**src/rtl/tc_timer_if.sv**
```systemverilog
// Bus-side signals of the countdown timer: word offset, qualified write
// strobe, store byte enables and data, read data and interrupt request.
interface tc_timer_if;
    logic [1:0]  addr;
    logic        we;
    logic [3:0]  byteEn;
    logic [31:0] din;
    logic [31:0] dout;
    logic        irq;

    modport master (
        output addr, we, byteEn, din,
        input  dout, irq
    );

    modport slave (
        input  addr, we, byteEn, din,
        output dout, irq
    );
endinterface

```
**src/rtl/tc_timer.sv**
```systemverilog
// Memory-mapped countdown timer. CTRL (EN, MODE, IM), PRESET and a read-only
// COUNT. A small FSM loads PRESET, counts down to zero and raises a flag that
// is gated by IM to form the interrupt request. Any accepted CTRL/PRESET write
// restarts the FSM from IDLE and drops the flag.
module tc_timer (
    input  logic      clk,
    input  logic      reset,
    tc_timer_if.slave bus
);
    typedef enum logic [1:0] {
        S_IDLE = 2'd0,
        S_LOAD = 2'd1,
        S_CNT  = 2'd2,
        S_INT  = 2'd3
    } state_t;

    localparam logic [1:0] A_CTRL   = 2'd0;
    localparam logic [1:0] A_PRESET = 2'd1;
    localparam logic [1:0] A_COUNT  = 2'd2;
    localparam logic [1:0] MODE_AUTO = 2'd1;

    state_t      state_q, state_d;
    logic [3:0]  ctrl_q, ctrl_d;
    logic [31:0] preset_q, preset_d;
    logic [31:0] count_q, count_d;
    logic        flag_q, flag_d;

    logic wr_ok;
    logic wr_ctrl;
    logic wr_preset;

    // Only full-word stores are honoured; partial stores are dropped silently.
    assign wr_ok     = bus.we && (bus.byteEn == 4'b1111);
    assign wr_ctrl   = wr_ok && (bus.addr == A_CTRL);
    assign wr_preset = wr_ok && (bus.addr == A_PRESET);

    // State register with asynchronous clear of every register.
    // NOTE: clocked state uses non-blocking assignments so all registers
    // update together from the values they held before the edge.
    always_ff @(posedge clk or posedge reset) begin
        if (reset) begin
            state_q  <= S_IDLE;
            ctrl_q   <= 4'h0;
            preset_q <= 32'h0;
            count_q  <= 32'h0;
            flag_q   <= 1'b0;
        end else begin
            state_q  <= state_d;
            ctrl_q   <= ctrl_d;
            preset_q <= preset_d;
            count_q  <= count_d;
            flag_q   <= flag_d;
        end
    end

    // Next-state logic: software writes take priority over the countdown FSM.
    always_comb begin
        // NOTE: every output gets a hold value first so no path leaves one
        // unassigned, which would otherwise infer a latch.
        state_d  = state_q;
        ctrl_d   = ctrl_q;
        preset_d = preset_q;
        count_d  = count_q;
        flag_d   = flag_q;

        if (wr_ctrl || wr_preset) begin
            if (wr_ctrl) begin
                ctrl_d = bus.din[3:0];
            end
            if (wr_preset) begin
                preset_d = bus.din;
            end
            state_d = S_IDLE;
            flag_d  = 1'b0;
        end else begin
            unique case (state_q)
                S_IDLE: begin
                    if (ctrl_q[0]) begin
                        state_d = S_LOAD;
                    end
                end
                S_LOAD: begin
                    count_d = preset_q;
                    state_d = S_CNT;
                end
                S_CNT: begin
                    if (!ctrl_q[0]) begin
                        state_d = S_IDLE;
                    end else if (count_q > 32'd1) begin
                        count_d = count_q - 32'd1;
                    end else begin
                        // Clamp at zero so a zero preset behaves like one.
                        count_d = 32'd0;
                        flag_d  = 1'b1;
                        state_d = S_INT;
                    end
                end
                S_INT: begin
                    if (ctrl_q[2:1] == MODE_AUTO) begin
                        // Auto-reload: EN stays set, so IDLE re-arms at once.
                        flag_d = 1'b0;
                    end else begin
                        // One-shot: disarm; flag holds until software acts.
                        ctrl_d[0] = 1'b0;
                    end
                    state_d = S_IDLE;
                end
                default: state_d = S_IDLE;
            endcase
        end
    end

    // Read mux, combinational on the word offset.
    always_comb begin
        bus.dout = 32'h0;
        case (bus.addr)
            A_CTRL:   bus.dout = {28'h0, ctrl_q};
            A_PRESET: bus.dout = preset_q;
            A_COUNT:  bus.dout = count_q;
            default:  bus.dout = 32'h0;
        endcase
    end

    assign bus.irq = flag_q & ctrl_q[3];
endmodule
```
**src/flat_wrapper.sv**
```systemverilog
// flat-port wrapper written by rule: the top's interface ports become plain ports
module tc_timer_flat 
  (clk, reset, bus_addr, bus_we, bus_byteEn, bus_din, bus_dout, bus_irq);
  tc_timer_if bus_i ();
  input  logic clk;
  input  logic reset;
  input wire logic [$bits(bus_i.addr)-1:0] bus_addr;
  input wire logic [$bits(bus_i.we)-1:0] bus_we;
  input wire logic [$bits(bus_i.byteEn)-1:0] bus_byteEn;
  input wire logic [$bits(bus_i.din)-1:0] bus_din;
  output wire logic [$bits(bus_i.dout)-1:0] bus_dout;
  output wire logic [$bits(bus_i.irq)-1:0] bus_irq;
  assign bus_i.addr = bus_addr;
  assign bus_i.we = bus_we;
  assign bus_i.byteEn = bus_byteEn;
  assign bus_i.din = bus_din;
  assign bus_dout = bus_i.dout;
  assign bus_irq = bus_i.irq;
  tc_timer u_core (.clk(clk), .reset(reset), .bus(bus_i));
endmodule
```
**config.mk**
```make
export PLATFORM = sky130hd
export DESIGN_NAME = tc_timer_flat
export DESIGN_NICKNAME = d
export VERILOG_FILES = /design/src/rtl/tc_timer_if.sv /design/src/rtl/tc_timer.sv /design/src/flat_wrapper.sv
export SDC_FILE = /design/constraint.sdc
export NUM_CORES = 1
export LEC_CHECK = 0
export BUFFER_PORTS_ARGS = -buffer_cell sky130_fd_sc_hd__buf_2
export CORE_UTILIZATION = 55
export DETAILED_ROUTE_END_ITERATION = 8
export PLACE_DENSITY = 0.8
export RECOVER_POWER = 100
export SLEW_MARGIN = 20
export SYNTH_ARGS = -nofsm -noshare
export SYNTH_HDL_FRONTEND = slang
export SYNTH_SLANG_ARGS = --single-unit
```
**constraint.sdc**
```tcl
create_clock -name clk -period 3.2 [get_ports clk]
set_clock_uncertainty 0.2 [all_clocks]
set_input_delay 0.64 -clock clk [delete_from_list [all_inputs] [get_ports clk]]
set_output_delay 0.64 -clock clk [all_outputs]
set_load 0.01 [all_outputs]
```
Word-level counts from Yosys, hierarchy flattened

Cells that the tools add are included.

Reductions and logical operators: 15
$lt $le $gt $ge: 1
Bitwise logic cells: 2
Eq/ne operators: 15
Add/subtract/negate cells: 1
Multiplexer cells: 18

Operators with widths:

| cell                    | number |
|---|---|
| $pmux W32 S3            | 1 |
| $mux W32                | 2 |
| $pmux W32 S2            | 1 |
| $gt A32 B1 Y1 const B   | 1 |
| $sub A32 B1 Y32 const B | 1 |
| $ne A3 B1 Y1 const B    | 3 |
| $mux W1                 | 8 |
| $mux W2                 | 4 |
| $pmux W2 S4             | 1 |
| $eq A2 B1 Y1 const B    | 3 |
| $eq A2 B2 Y1 const B    | 3 |
| $ne A2 B1 Y1 const B    | 3 |
| $reduce_and A2 Y1       | 3 |
| $reduce_and A3 Y1       | 2 |
| $eq A4 B4 Y1 const B    | 1 |
| $logic_not A2 Y1        | 2 |
| $ne A4 B4 Y1 const B    | 1 |
| $reduce_and A4 Y1       | 1 |
| $reduce_bool A2 Y1      | 2 |
| $logic_and A1 B1 Y1     | 3 |
| $ne A3 B2 Y1 const B    | 1 |
| $reduce_bool A3 Y1      | 1 |
| $pmux W1 S2             | 1 |
| $and A1 B1 Y1           | 1 |
| other kinds (2)         | 2 |

Register bits after elaboration: 71
Logic and storage cells: 58

Longest topological paths before layout

Depth in word-level cells: 6
Mapped depth: 9

Worst setup path after synthesis

OpenSTA, ideal clock, no wires.

Path kind: input -> output
From: in bus_addr[0]
To: out bus_dout[11]
Stages on the path: 5
Data required time: 2360 ps
Arrival time: 1882 ps
Slack: 478 ps
Cells stage by stage: clkbuf_1 nor2b_1 clkbuf_1 clkbuf_1 a22o_1

Word-level cells in the longest chain between the ends: 2

RTL lines:

| item                                       | RTL line           | source |
|---|---|---|
| start, declared                            | flat_wrapper.sv:7  | `input wire logic [$bits(bus_i.addr)-1:0] bus_addr;` |
| $eq A2 B2 Y1, or another cell as far along | tc_timer.sv:116    | `case (bus.addr)` |
| $pmux W32 S3 (*)                           | tc_timer.sv:116    |  |
| end, declared                              | flat_wrapper.sv:11 | `output wire logic [$bits(bus_i.dout)-1:0] bus_dout;` |

Every way passes the cells marked *; elsewhere a longest branch is shown, timed or not.

Worst setup path after layout

From: reg u_core.count_q[21]
To: reg u_core.count_q[10]

Word-level cells in the longest chain between the ends: 4

RTL lines:

| item                   | RTL line       | source |
|---|---|---|
| start, declared        | tc_timer.sv:25 | `logic [31:0] count_q, count_d;` |
| start signal, assigned | tc_timer.sv:51 | `count_q <= count_d;` |
| $gt A32 B1 Y1          | tc_timer.sv:89 | `end else if (count_q > 32'd1) begin` |
| $mux W32               | tc_timer.sv:89 |  |
| $mux W32               | tc_timer.sv:87 | `if (!ctrl_q[0]) begin` |
| $pmux W32 S2           | tc_timer.sv:76 | `unique case (state_q)` |

No other way between the ends. The select of a mux whose other input is x is not followed.
A chain may end at the register's enable or synchronous reset.

==> flow_metrics.py <==
metrics = {
    "die": {
        "initial_core_util_pct": 57.1,
        "ios": 74,
        "core_um2": 7290,
        "rows": 31,
        "die_x_um": 89.0,
        "die_h_um": 89.0,
        "dieArea_um2": 7920,
    },
    "global_route": {
        "grt_overflow": 0,
        "track_usage_pct": 29.3,
        "antenna_found_initial": 0,
        "grt_max_degree": 39,
        "grt_pass1_wl_um": 17700,
        "grt_pass1_vias": 3701,
    },
    "critical_path": {
        "worstPathRequired_ns": 3.23,
        "r2r_cells": 6,
        "critPathMostFrequentCell": "or4_1",
        "arrival_ns": 2.93,
        "end_kind": "flip-flop",
        "cp-start-kind": "flip-flop",
        "critical_path.cell_chain": "or4_1, or4_1, o31ai_4, buf_4, nor3_1, a221o_1",
        "slowest_stage": "or4_1",
        "worst-path-buf-inv": 1,
        "cpPeakStageDelay_ns": 0.68,
        "cpLargestDelayFamily": "simple AND/OR/NAND/NOR gates",
        "regToRegStartpoint": "u_core.count_q[21]",
        "crit_type": "flip-flop to flip-flop",
        "cp_max_fo": 11,
        "reg2reg_to": "u_core.count_q[10]",
        "reg2reg_slack_ns": 0.30,
    },
    "timing": {
        "post-route-period-util_pct": 90.5,
        "tns_ns": 0,
        "finalHoldViolations": 0,
        "setup_violations": 0,
        "fmax_ghz": 0.345,
        "maxSlewViolCount": 0,
        "rsz0062_at_grt": "false",
        "slew_headroom_pct": 13.9,
        "period_needed_ns": 2.90,
        "worstMarginPinSlew_ns": 1.29,
    },
    "detailed_routing": {
        "drtIter0Drc": 309,
        "drt_wl_total_um": 11200,
        "route.detailed.drc": 0,
        "wl_per_cell_um": 18.8,
        "num_vias": 3874,
        "ant_nets": 0,
        "vias_per_cell": 6.53,
        "first_pass_iters": 6,
    },
    "pwr": {
        "p_per_area_nw_per_um2": 856,
        "p_leak_nw": 2.15,
        "power.share.clock_pct": 15.7,
        "combPwrFrac_pct": 50.9,
        "pwr-share-seq_pct": 33.4,
        "netSwitchingPower_mw": 1.87,
        "p_int_mw": 2.24,
        "p_sw_share_pct": 45.5,
        "max-vdd-ir-drop_uv": 393,
    },
    "hold_path": {
        "hold_path_class": "input port to flip-flop",
        "hold-path-endpoint": "u_core.preset_q[30]",
        "hold_path_startpoint": "bus_din[30]",
        "hold_depth": 2,
    },
    "clock_tree": {
        "cts.sinks": 71,
        "cts.clk_slew.worst_paths_ns": 0.07,
        "cts_tree": "built",
        "ctsLongestPathBuffers": 2,
        "cts-root-buf": "clkbuf_8",
        "htree_levels": 3,
        "cts_setup_buffers": 0,
        "numCtsBuffers": 9,
        "cts_resized": 0,
        "clock_latency_ns": 0.35,
        "ctsHoldBuffers": 0,
    },
    "placed_design": {
        "dp.cells": 580,
        "dpl.hpwl_um": 7710,
        "io_buffers": 73,
        "globalplace.congestion": 0.899,
    },
    "synthesis": {
        "postSynthCellCount": 419,
        "synth_nets": 466,
        "synth_edf_count": 0,
        "avgSynthCellArea_um2": 9.93,
        "syn-cell-area_um2": 4160,
        "ys_ff_latch": 71,
        "synth_seq_area_share_pct": 42.7,
        "ys_warn_count": 0,
        "yosys_most_used_dff": "dfrtp_1",
        "synthArstFlopShare_pct": 100,
        "netlist-cell-type-count": 57,
    },
    "status": {
        "status": "finished, final reports clean",
    },
    "layout": {
        "antenna_cells": 0,
        "nets": 539,
        "syn2layout_area_growth_pct": 15.1,
        "drive_gt1_share_pct": 22.7,
        "fillers": 643,
        "fin_cells": 593,
        "fin_util_pct": 65.7,
    },
    "flow_run": {
        "maxCapViolations": 0,
    },
}
==> kinds of logic (layout without fill, tap and decap cells) <==
logic type,Yosys count,count (layout),synth area share (%)
and+or+nand+nor,117,117,15.3
muxes,39,39,10.4
buffers and inverters,45,120,4.36
adders and majority gates,6,6,1.80
AOI/OAI and AO/OA,141,141,25.5
DFF,71,71,42.7
==> per-layer routing <==
metal  routed length, um  up-vias  global-route usage (%)
met4                 230        0                    12.7
met5                   0        -                       0
met3                 948       26                    6.56
met1                4580     1858                    37.6
met2                5410      235                    47.9
li1                    -     1755                       -
==> Yosys cell counts, types with 3 or more instances <==
| library cell | count | area share (%) |
|---|---|---|
| a31oi_1 | 7 | 1.1 |
| o2bb2ai_1 | 3 | 0.63 |
| mux2i_1 | 5 | 1.2 |
| nor4_1 | 5 | 0.75 |
| mux2_2 | 34 | 9.2 |
| dfrtp_1 | 71 | 43 |
| or3_1 | 5 | 0.75 |
| ha_1 | 6 | 1.8 |
| nand2_1 | 27 | 2.4 |
| and2_1 | 3 | 0.45 |
| o21ai_0 | 24 | 2.9 |
| a22oi_1 | 5 | 0.90 |
| and3_1 | 9 | 1.4 |
| nor2_1 | 19 | 1.7 |
| nand2b_1 | 4 | 0.60 |
| o211ai_1 | 15 | 2.7 |
| buf_1 | 3 | 0.27 |
| a21oi_1 | 15 | 1.8 |
| or4_1 | 7 | 1.3 |
| a22o_1 | 41 | 8.6 |
| nand3_1 | 7 | 0.84 |
| clkbuf_1 | 24 | 2.2 |
| inv_1 | 15 | 1.4 |
| nand4_1 | 6 | 0.90 |
| nor3_1 | 13 | 1.6 |
| o311ai_0 | 5 | 1.1 |
==> sequential cells by signal (all words and copies together) (netlist names) <==
signal	count
u_core.flag_q	1
u_core.preset_q	32
u_core.ctrl_q	4
u_core.state_q	2
u_core.count_q	32
==> per-stage QoR <==
step | hold WS, ns | area (um2) | power, mW | setup slack [ns]
final | 0.316 | 4790 | 4.10 | 0.304
after global routing | 0.315 | 4790 | 4.35 | 0.192
after CTS | 0.243 | 4870 | 4.11 | 0.390
after detailed placement | 0.319 | 4700 | 3.44 | 0.391
after global placement | 0.312 | 4700 | 3.37 | 0.470
after floorplan | 0.282 | 4160 | 2.77 | 0.478
==> worst max path at each step <==
stage	cells after the start	from	end	slack [ns]
CTS	6	u_core.count_q[21]	u_core.count_q[10]	0.39
finish	6	u_core.count_q[21]	u_core.count_q[10]	0.30
global route	6	bus_addr[1]	bus_dout[2]	0.19
floorplan	5	bus_addr[0]	bus_dout[11]	0.48
global placement	6	u_core.count_q[21]	u_core.count_q[10]	0.47
detailed placement	6	u_core.count_q[21]	u_core.count_q[10]	0.39
==> final cells by class <==
class                           count  area (um2)  area share [%]
Clock buffer                       12         165            3.45
Clock inverter                      1        5.00           0.104
Inverter                           15        56.3            1.17
Multi-Input combinational cell    303        2210            46.0
Sequential cell                    71        1780            37.1
Tap cell                           99         124            2.58
Timing Repair Buffer               92         459            9.58
==> placed cells by master, fill, tap and decap left out, types with 4 or more instances in the layout <==
cell type / n
dfrtp_1: 71
a22o_1: 41
buf_2: 40
clkbuf_1: 37
mux2_2: 34
nand2_1: 27
o21ai_0: 24
nor2_1: 19
inv_1: 15
a21oi_1: 15
o211ai_1: 15
nor3_1: 13
clkbuf_8: 12
buf_4: 11
and3_1: 9
or4_1: 8
nand3_1: 7
a31oi_1: 7
nand4_1: 6
ha_1: 6
nor4_1: 5
or3_1: 5
o311ai_0: 5
mux2i_1: 5
a22oi_1: 5
nand2b_1: 4
==> power groups by stage <==
stage / logic, mW / registers, mW / clock network, mW
after global routing: 2.27 / 1.40 / 0.687
after floorplan: 1.49 / 1.28 / 0
after CTS: 2.09 / 1.36 / 0.654
final: 2.09 / 1.37 / 0.646
after global placement: 2.01 / 1.36 / 0
after detailed placement: 2.07 / 1.37 / 0
Note: power is estimated with default switching activity, not from simulation.
